--- src/rtl/refcpu_fetch_unit_pkg.sv ---
// Shared definitions for the reference CPU fetch unit: bus types, fetch FSM
// state encoding and the NOP word returned for rejected fetches.
package refcpu_fetch_unit_pkg;

  typedef logic [31:0] addr_t;
  typedef logic [31:0] word_t;

  typedef enum logic [2:0] {
    F_IDLE,
    F_ADDR,
    F_DATA,
    F_HOLD,
    F_DRAIN
  } fetch_state_t;

  localparam word_t FETCH_NOP = 32'h0;

  // The instruction bus only ever sees word-aligned addresses.
  function automatic addr_t fetch_bus_addr(input addr_t pc);
    return {pc[31:2], 2'b00};
  endfunction

endpackage

--- src/rtl/refcpu_fetch_unit.sv ---
// Multi-cycle instruction fetch unit: one request at a time, two-phase ibus
// transaction, valid/ready hand-off to decode, flush with stale-response drain.
// Optional misaligned-PC trap enabled by defining REFCPU_FETCH_ALIGN_CHECK_EN.
//
// state   | meaning
// --------+--------------------------------------------------------------
// F_IDLE  | ready for a new fetch request
// F_ADDR  | address phase on ibus, waiting for ibus_addr_ok
// F_DATA  | address accepted, waiting for ibus_data_ok
// F_HOLD  | instruction presented to decode, waiting for inst_ready
// F_DRAIN | fetch flushed, swallowing the outstanding bus response
module refcpu_fetch_unit
  import refcpu_fetch_unit_pkg::*;
(
  input  logic        clk,
  input  logic        resetn,
  input  logic        req_valid,
  input  logic [31:0] req_pc,
  output logic        req_ready,
  input  logic        flush,
  output logic        ibus_valid,
  output logic [31:0] ibus_addr,
  input  logic        ibus_addr_ok,
  input  logic        ibus_data_ok,
  input  logic [31:0] ibus_data,
  output logic        inst_valid,
  input  logic        inst_ready,
  output logic [31:0] inst,
  output logic [31:0] inst_pc,
  output logic        inst_addr_err
);

  fetch_state_t state_q, state_d;
  addr_t        pc_q;
  addr_t        addr_q;
  word_t        data_q;
  logic         flush_pend_q, flush_pend_d;
  logic         accept;
  logic         misaligned;
  logic         capture;

  assign accept = (state_q == F_IDLE) && req_valid && !flush;

`ifdef REFCPU_FETCH_ALIGN_CHECK_EN
  assign misaligned = (req_pc[1:0] != 2'b00);
`else
  assign misaligned = 1'b0;
`endif

  always_comb begin
    state_d      = state_q;
    flush_pend_d = flush_pend_q;
    capture      = 1'b0;
    unique case (state_q)
      F_IDLE: begin
        flush_pend_d = 1'b0;
        if (accept) begin
          state_d = misaligned ? F_HOLD : F_ADDR;
        end
      end
      F_ADDR: begin
        // The address phase cannot be withdrawn, so a flush here is parked
        // until the bus takes the address.
        if (ibus_addr_ok) begin
          flush_pend_d = 1'b0;
          if (flush_pend_q || flush) begin
            state_d = ibus_data_ok ? F_IDLE : F_DRAIN;
          end else if (ibus_data_ok) begin
            capture = 1'b1;
            state_d = F_HOLD;
          end else begin
            state_d = F_DATA;
          end
        end else if (flush) begin
          flush_pend_d = 1'b1;
        end
      end
      F_DATA: begin
        if (flush) begin
          state_d = ibus_data_ok ? F_IDLE : F_DRAIN;
        end else if (ibus_data_ok) begin
          capture = 1'b1;
          state_d = F_HOLD;
        end
      end
      F_HOLD: begin
        if (flush || inst_ready) begin
          state_d = F_IDLE;
        end
      end
      F_DRAIN: begin
        if (ibus_data_ok) begin
          state_d = F_IDLE;
        end
      end
      default: begin
        state_d = F_IDLE;
      end
    endcase
  end

  always_ff @(posedge clk or negedge resetn) begin
    if (!resetn) begin
      state_q      <= F_IDLE;
      flush_pend_q <= 1'b0;
    end else begin
      state_q      <= state_d;
      flush_pend_q <= flush_pend_d;
    end
  end

  always_ff @(posedge clk or negedge resetn) begin
    if (!resetn) begin
      pc_q   <= '0;
      addr_q <= '0;
    end else if (accept) begin
      pc_q <= req_pc;
      if (!misaligned) begin
        addr_q <= fetch_bus_addr(req_pc);
      end
    end
  end

  always_ff @(posedge clk or negedge resetn) begin
    if (!resetn) begin
      data_q <= FETCH_NOP;
    end else if (capture) begin
      data_q <= ibus_data;
    end else if (accept && misaligned) begin
      data_q <= FETCH_NOP;
    end
  end

`ifdef REFCPU_FETCH_ALIGN_CHECK_EN
  logic err_q;

  always_ff @(posedge clk or negedge resetn) begin
    if (!resetn) begin
      err_q <= 1'b0;
    end else if (accept) begin
      err_q <= misaligned;
    end
  end

  assign inst_addr_err = err_q;
`else
  assign inst_addr_err = 1'b0;
`endif

  assign req_ready  = (state_q == F_IDLE) && !flush;
  assign ibus_valid = (state_q == F_ADDR);
  assign ibus_addr  = addr_q;
  assign inst_valid = (state_q == F_HOLD);
  assign inst       = data_q;
  assign inst_pc    = pc_q;

endmodule

--- config.mk ---
export PLATFORM = sky130hd
export DESIGN_NAME = refcpu_fetch_unit
export DESIGN_NICKNAME = d
export VERILOG_FILES = /design/src/rtl/refcpu_fetch_unit_pkg.sv /design/src/rtl/refcpu_fetch_unit.sv
export SDC_FILE = /design/constraint.sdc
export NUM_CORES = 1
export LEC_CHECK = 0
export CAP_MARGIN = 20
export CORE_ASPECT_RATIO = 0.5
export CORE_MARGIN = 2
export CORE_UTILIZATION = 45
export DETAILED_ROUTE_END_ITERATION = 6
export DONT_BUFFER_PORTS = 1
export GPL_ROUTABILITY_DRIVEN = 0
export PLACE_DENSITY = 0.62
export SLEW_MARGIN = 20
export SYNTH_ARGS = -nofsm -noshare
export SYNTH_HDL_FRONTEND = slang
export SYNTH_SLANG_ARGS = --single-unit
--- constraint.sdc ---
create_clock -name clk -period 2.3 [get_ports clk]
set_clock_uncertainty 0.15 [all_clocks]
set_input_delay 0.46 -clock clk [delete_from_list [all_inputs] [get_ports clk]]
set_output_delay 0.46 -clock clk [all_outputs]
set_load 0.005 [all_outputs]
# Word level (Yosys, flattened, before mapping)
# Cells that the tools add are included.
# classes
n_mux	18
addsub	0
n_eq_ne	10
multipliers	0
n_reduce_logical	10
bitwise	0
magnitude_cmp	0
n_div	0
shifts	0
# ops
op	n
$mux 3	8
$pmux 3 s5	1
$mux 1	7
$eq 3x2->1 const B	2
$reduce_and 5->1	1
$ne 2x1->1 const B	2
$ne 2x2->1 const B	2
$pmux 1 s2	2
$eq 3x1->1 const B	1
$eq 3x3->1 const B	1
$logic_and 1x1->1	3
$logic_not 3->1	1
$ne 3x2->1 const B	1
$ne 3x3->1 const B	1
$logic_or 1x1->1	2
$reduce_and 2->1	1
$reduce_bool 2->1	1
$logic_not 1->1	1
# totals
out_inout_bits	100
n_memories	0
rom_bits	0
regBits	98
input_bits	71
latch_bits	0
ramBits	0

# Depth between registers and ports, before layout
# depth
depth_word	5
ltp_mapped	6
ltp_nobuf	4

# Least setup slack after synthesis
# OpenSTA, ideal clock, no wires.
# synth_path
kind	input -> register
from	input flush
to	register data_q[0], in the netlist inst[0]
t_arrival_ns	1.486
slack_ns	0.539
n_path_buf	2
required_ns	2.025
cell_stages	6
path_cell_list	buf_4 -> nand3b_1 -> nor3_2 -> a31oi_4 -> buf_6 -> mux2_4
# synth_via
elab_chain_len	4
word_cells_on_any_way	5
cone_classes	mux (4); reduce/logical (1)
# synth_lines
item	line	source
start, declared	refcpu_fetch_unit.sv:20	input logic flush,
$logic_or 1x1->1	refcpu_fetch_unit.sv:66	if (flush_pend_q || flush) begin
$mux 1	refcpu_fetch_unit.sv:66	
$mux 1	refcpu_fetch_unit.sv:64	if (ibus_addr_ok) begin
$pmux 1 s2 (*)	refcpu_fetch_unit.sv:54	unique case (state_q)
end signal, assigned	refcpu_fetch_unit.sv:128	data_q <= ibus_data;
end, declared	refcpu_fetch_unit.sv:36	word_t data_q;
# Mark *: on every way between the ends. The rest lies on a longest branch, timed or not.
# A chain may end at the register's enable or synchronous reset.

# Worst setup path in the final report
# layout_path
from	register state_q[1]
to	register data_q[28], in the netlist inst[28]
# layout_via
elab_chain_len	2
word_cells_on_any_way	3
cone_classes	eq/ne (2); mux (1)
# layout_lines
item	line	source
start, declared	refcpu_fetch_unit.sv:33	fetch_state_t state_q, state_d;
start signal, assigned	refcpu_fetch_unit.sv:107	state_q <= state_d;
$eq 3x2->1 / $eq 3x1->1 (equally long branches)	refcpu_fetch_unit.sv:54	
$pmux 1 s2 (*)	refcpu_fetch_unit.sv:54	
# Marks and branches as above.

==> flow_summary.yaml <==
worst_setup_path:
  crit_path_top_delay_cell: "sky130_fd_sc_hd__dfrtp_1"
  critical_path.cell_chain: "nor4b_4 -> a31oi_4 -> buf_4 -> mux2_4"
  setup.worst_path.start: "state_q[1]$_DFFE_PN0P_"
  timing_worst_setup_path_type: "register to register"
  max_stage_delay_ns: 0.57
  worst_ep_required_time_ns: 2.35
  endpoint_kind: "register"
  rr_startpoint: "state_q[1]$_DFFE_PN0P_"
  timing.critical_path.from_type: "register"
  cp_data_arrival_time_ns: 1.97
  critPathMaxFanout: 16
placement:
  detailedPlace.worstSlack_ns: 0.375
  place.detailed.instances: 267
  place.detailed.hpwl_mm: 3.92
  port-buffer-count: 0
  place_area_um2: 2980
die:
  effective_utilization_at_floorplan: 0.468
  die_height_um: 63.2
  std_cell_rows: 21
  number_of_top_level_pins: 171
  die_x_um: 122
  design.die.area_um2: 7720
  coreArea_um2: 6730
cts:
  cts.repair_timing.setup_buffer_count: 0
  tritoncts.num_buffers: 9
  clk_pin_slew_worst_paths_ns: 0.05
  cts_num_sinks: 68
  cts_tree: "yes"
  clk-insertion-delay-late_ns: 0.32
  resize_count_post_cts: 0
  htree_num_levels: 3
  cts_root_buf: "sky130_fd_sc_hd__clkbuf_16"
  cts_hold_buf: 2
  cts-root-to-sink-buffers: 2
drt:
  drt-vias-per-instance: 5.29
  totalWireLength_mm: 5.49
  dr_total_vias: 1508
  drt.antenna.violating_nets: 0
  first_iter_violations: 90
  remaining_drc_errors: 0
  detailedRoute.firstPassIterationCount: 4
  wl_per_cell_um: 19.3
power:
  power.sequential.fraction: 0.490
  cellInternalPower_mw: 3.49
  power_switching_mw: 1.48
  combPwrFrac: 0.237
  share_clk_of_total_power: 0.273
  irDropWorstVdd_mv: 0.557
  powerDensity_nw_per_um2: 1490
  power_switching_share: 0.297
  leakage_component_of_the_power_nw: 1.54
finish:
  design_area_um2: 3320
  synthToLayoutAreaGrowth_pct: 5.48
  seqCellArea_um2: 1700
  antenna_cells_inserted: 0
  design.final.nets: 259
  n_fill_cell: 574
  layout-drive-gt1-share: 0.477
  multi_input_area_um2: 1100
  finalNonFillerCells: 285
outcome:
  run_status: "complete, no violations"
logic_synthesis:
  synth_area_leader_cell: "sky130_fd_sc_hd__dfrtp_1"
  syn_area_um2: 3150
  synthMostInstantiatedCell: "sky130_fd_sc_hd__dfrtp_1"
  synth_edf_count: 0
  synth.distinct_cells: 29
  synth_top_cells_by_count: "sky130_fd_sc_hd__dfrtp_1 (68), sky130_fd_sc_hd__buf_4 (35), sky130_fd_sc_hd__mux2_2 (34)"
  synth-seq-cells: 68
  yosys_warnings: 0
  synth-seq-area-share: 0.540
  asyncSetResetFlopFracSynth: 1.00
  netlist.area_leader.share: 0.540
  postSynthAreaPerCell_um2: 14.9
  synth_top_flop_cell: "sky130_fd_sc_hd__dfrtp_1"
  synth_area_leaders: "sky130_fd_sc_hd__dfrtp_1 (54%), sky130_fd_sc_hd__mux2_4 (14%), sky130_fd_sc_hd__mux2_2 (12%)"
  syn_inst: 212
sta:
  layout_min_cycle_time_ns: 1.92
  hold_slack_ns: 0.0509
  worstMarginPinSlew_ns: 0.536
  final.setup.tns_ns: 0
  layout_setup_ws_ns: 0.377
  timing.fmax_ghz: 0.520
  fin_crit_sh: 0.836
  maxSlewHeadroom: 0.643
  setup_viol: 0
  rsz_0062_raised_after_global_routing: "no"
  final_hold_fails: 0
  finalMaxSlewViolations: 0
run:
  max_cap_viol_count: 0
global_routing:
  first_global_vias: 1537
  grtUsageTotal: 0.148
  grt_antenna_before_repair: 0
  grt_first_pass_wirelength_mm: 8.42
  grt_start_max_net_pins: 69
  overflow: 0
worst_hold_path:
  type_of_the_worst_min_delay_path: "input pin to register"
  hold_path_startpoint: "ibus_data_ok"
[cells by family after synthesis]
kind of cell,Yosys count,synth area share
flip-flops,68,0.540
multiplexers,64,0.265
buffers and inverters,44,0.111
AND/OR/NAND/NOR,23,0.0568
AO/OA/AOI/OAI,12,0.0258
other,1,0.00119
[final timing paths]
check	endpoint	slack [ns]	cells after the start
hold reg to reg	inst[15]$_DFFE_PN0P_	0.39	1
setup reg to reg	inst[28]$_DFFE_PN0P_	0.38	4
hold / removal	state_q[2]$_DFFE_PN0P_	0.05	1
setup / recovery	inst[28]$_DFFE_PN0P_	0.38	4
min in group asynchronous	inst[14]$_DFFE_PN0P_	0.50	2
max in group asynchronous	inst_pc[12]$_DFFE_PN0P_	1.18	2
[area by class of cell]
| type | instances | area share |
|---|---|---|
| sequential | 68 | 0.512 |
| multi-input combinational | 102 | 0.333 |
| clock buffer | 12 | 0.0772 |
| tap | 92 | 0.0347 |
| timing repair buffer | 6 | 0.0279 |
| clock inverter | 4 | 0.0143 |
| inverter | 1 | 0.00113 |
[per-layer routing]
metal	track usage	share of wire	vias up
li1	-	-	645
met4	0.0546	0.015	0
met5	0	0	-
met3	0.0716	0.089	15
met1	0.169	0.38	772
met2	0.242	0.51	76
[cell usage in the layout, fill, tap and decap left out]
cell type,n
sky130_fd_sc_hd__a21oi_1,7
sky130_fd_sc_hd__a31oi_1,1
sky130_fd_sc_hd__a31oi_4,1
sky130_fd_sc_hd__and2_1,1
sky130_fd_sc_hd__and3_1,1
sky130_fd_sc_hd__buf_12,2
sky130_fd_sc_hd__buf_16,1
sky130_fd_sc_hd__buf_4,2
sky130_fd_sc_hd__bufinv_16,1
sky130_fd_sc_hd__clkbuf_1,1
sky130_fd_sc_hd__clkbuf_16,9
sky130_fd_sc_hd__clkbuf_8,2
sky130_fd_sc_hd__clkinv_2,2
sky130_fd_sc_hd__clkinvlp_4,1
sky130_fd_sc_hd__conb_1,3
sky130_fd_sc_hd__dfrtp_1,68
sky130_fd_sc_hd__dlygate4sd3_1,1
sky130_fd_sc_hd__inv_1,1
sky130_fd_sc_hd__mux2_2,34
sky130_fd_sc_hd__mux2_4,30
sky130_fd_sc_hd__nand2_1,2
sky130_fd_sc_hd__nand2_2,1
sky130_fd_sc_hd__nand2b_1,3
sky130_fd_sc_hd__nand3b_1,2
sky130_fd_sc_hd__nor2_1,4
sky130_fd_sc_hd__nor2b_2,2
sky130_fd_sc_hd__nor3_2,1
sky130_fd_sc_hd__nor3b_1,1
sky130_fd_sc_hd__nor4_1,1
sky130_fd_sc_hd__nor4_4,1
sky130_fd_sc_hd__nor4b_1,1
sky130_fd_sc_hd__nor4b_4,1
sky130_fd_sc_hd__o21ai_0,1
sky130_fd_sc_hd__o21bai_1,1
sky130_fd_sc_hd__o22ai_1,1
sky130_fd_sc_hd__or3b_2,1
[stage by stage]
| step | total power [mW] | utilization |
|---|---|---|
| floorplan | 3.72 | - |
| global placement | 3.55 | 0.443 |
| detailed placement | 3.63 | 0.443 |
| CTS | 5.05 | 0.494 |
| global route | 5.29 | 0.494 |
| finish | 4.96 | 0.494 |
[critical path, delay by kind of cell, from the launching register on]
family	cells	cell delay [ns]
flip-flops	1	0.57
AND/OR/NAND/NOR	1	0.42
multiplexers	1	0.31
buffers and inverters	1	0.22
AO/OA/AOI/OAI	1	0.14
[power by group through the flow]
stage / registers [mW] / clock network [mW] / logic (mW)
floorplan: 2.21 / 0 / 1.51
global route: 2.53 / 1.47 / 1.28
CTS: 2.45 / 1.40 / 1.20
detailed placement: 2.47 / 0 / 1.17
global placement: 2.44 / 0 / 1.11
finish: 2.43 / 1.36 / 1.18
[registers in the layout, summed over array words and instances, names as in the netlist]
signal and cells:
state_q 3, flush_pend_q 1, inst 32, inst_pc 32
Note: power is estimated with default switching activity, not from simulation.
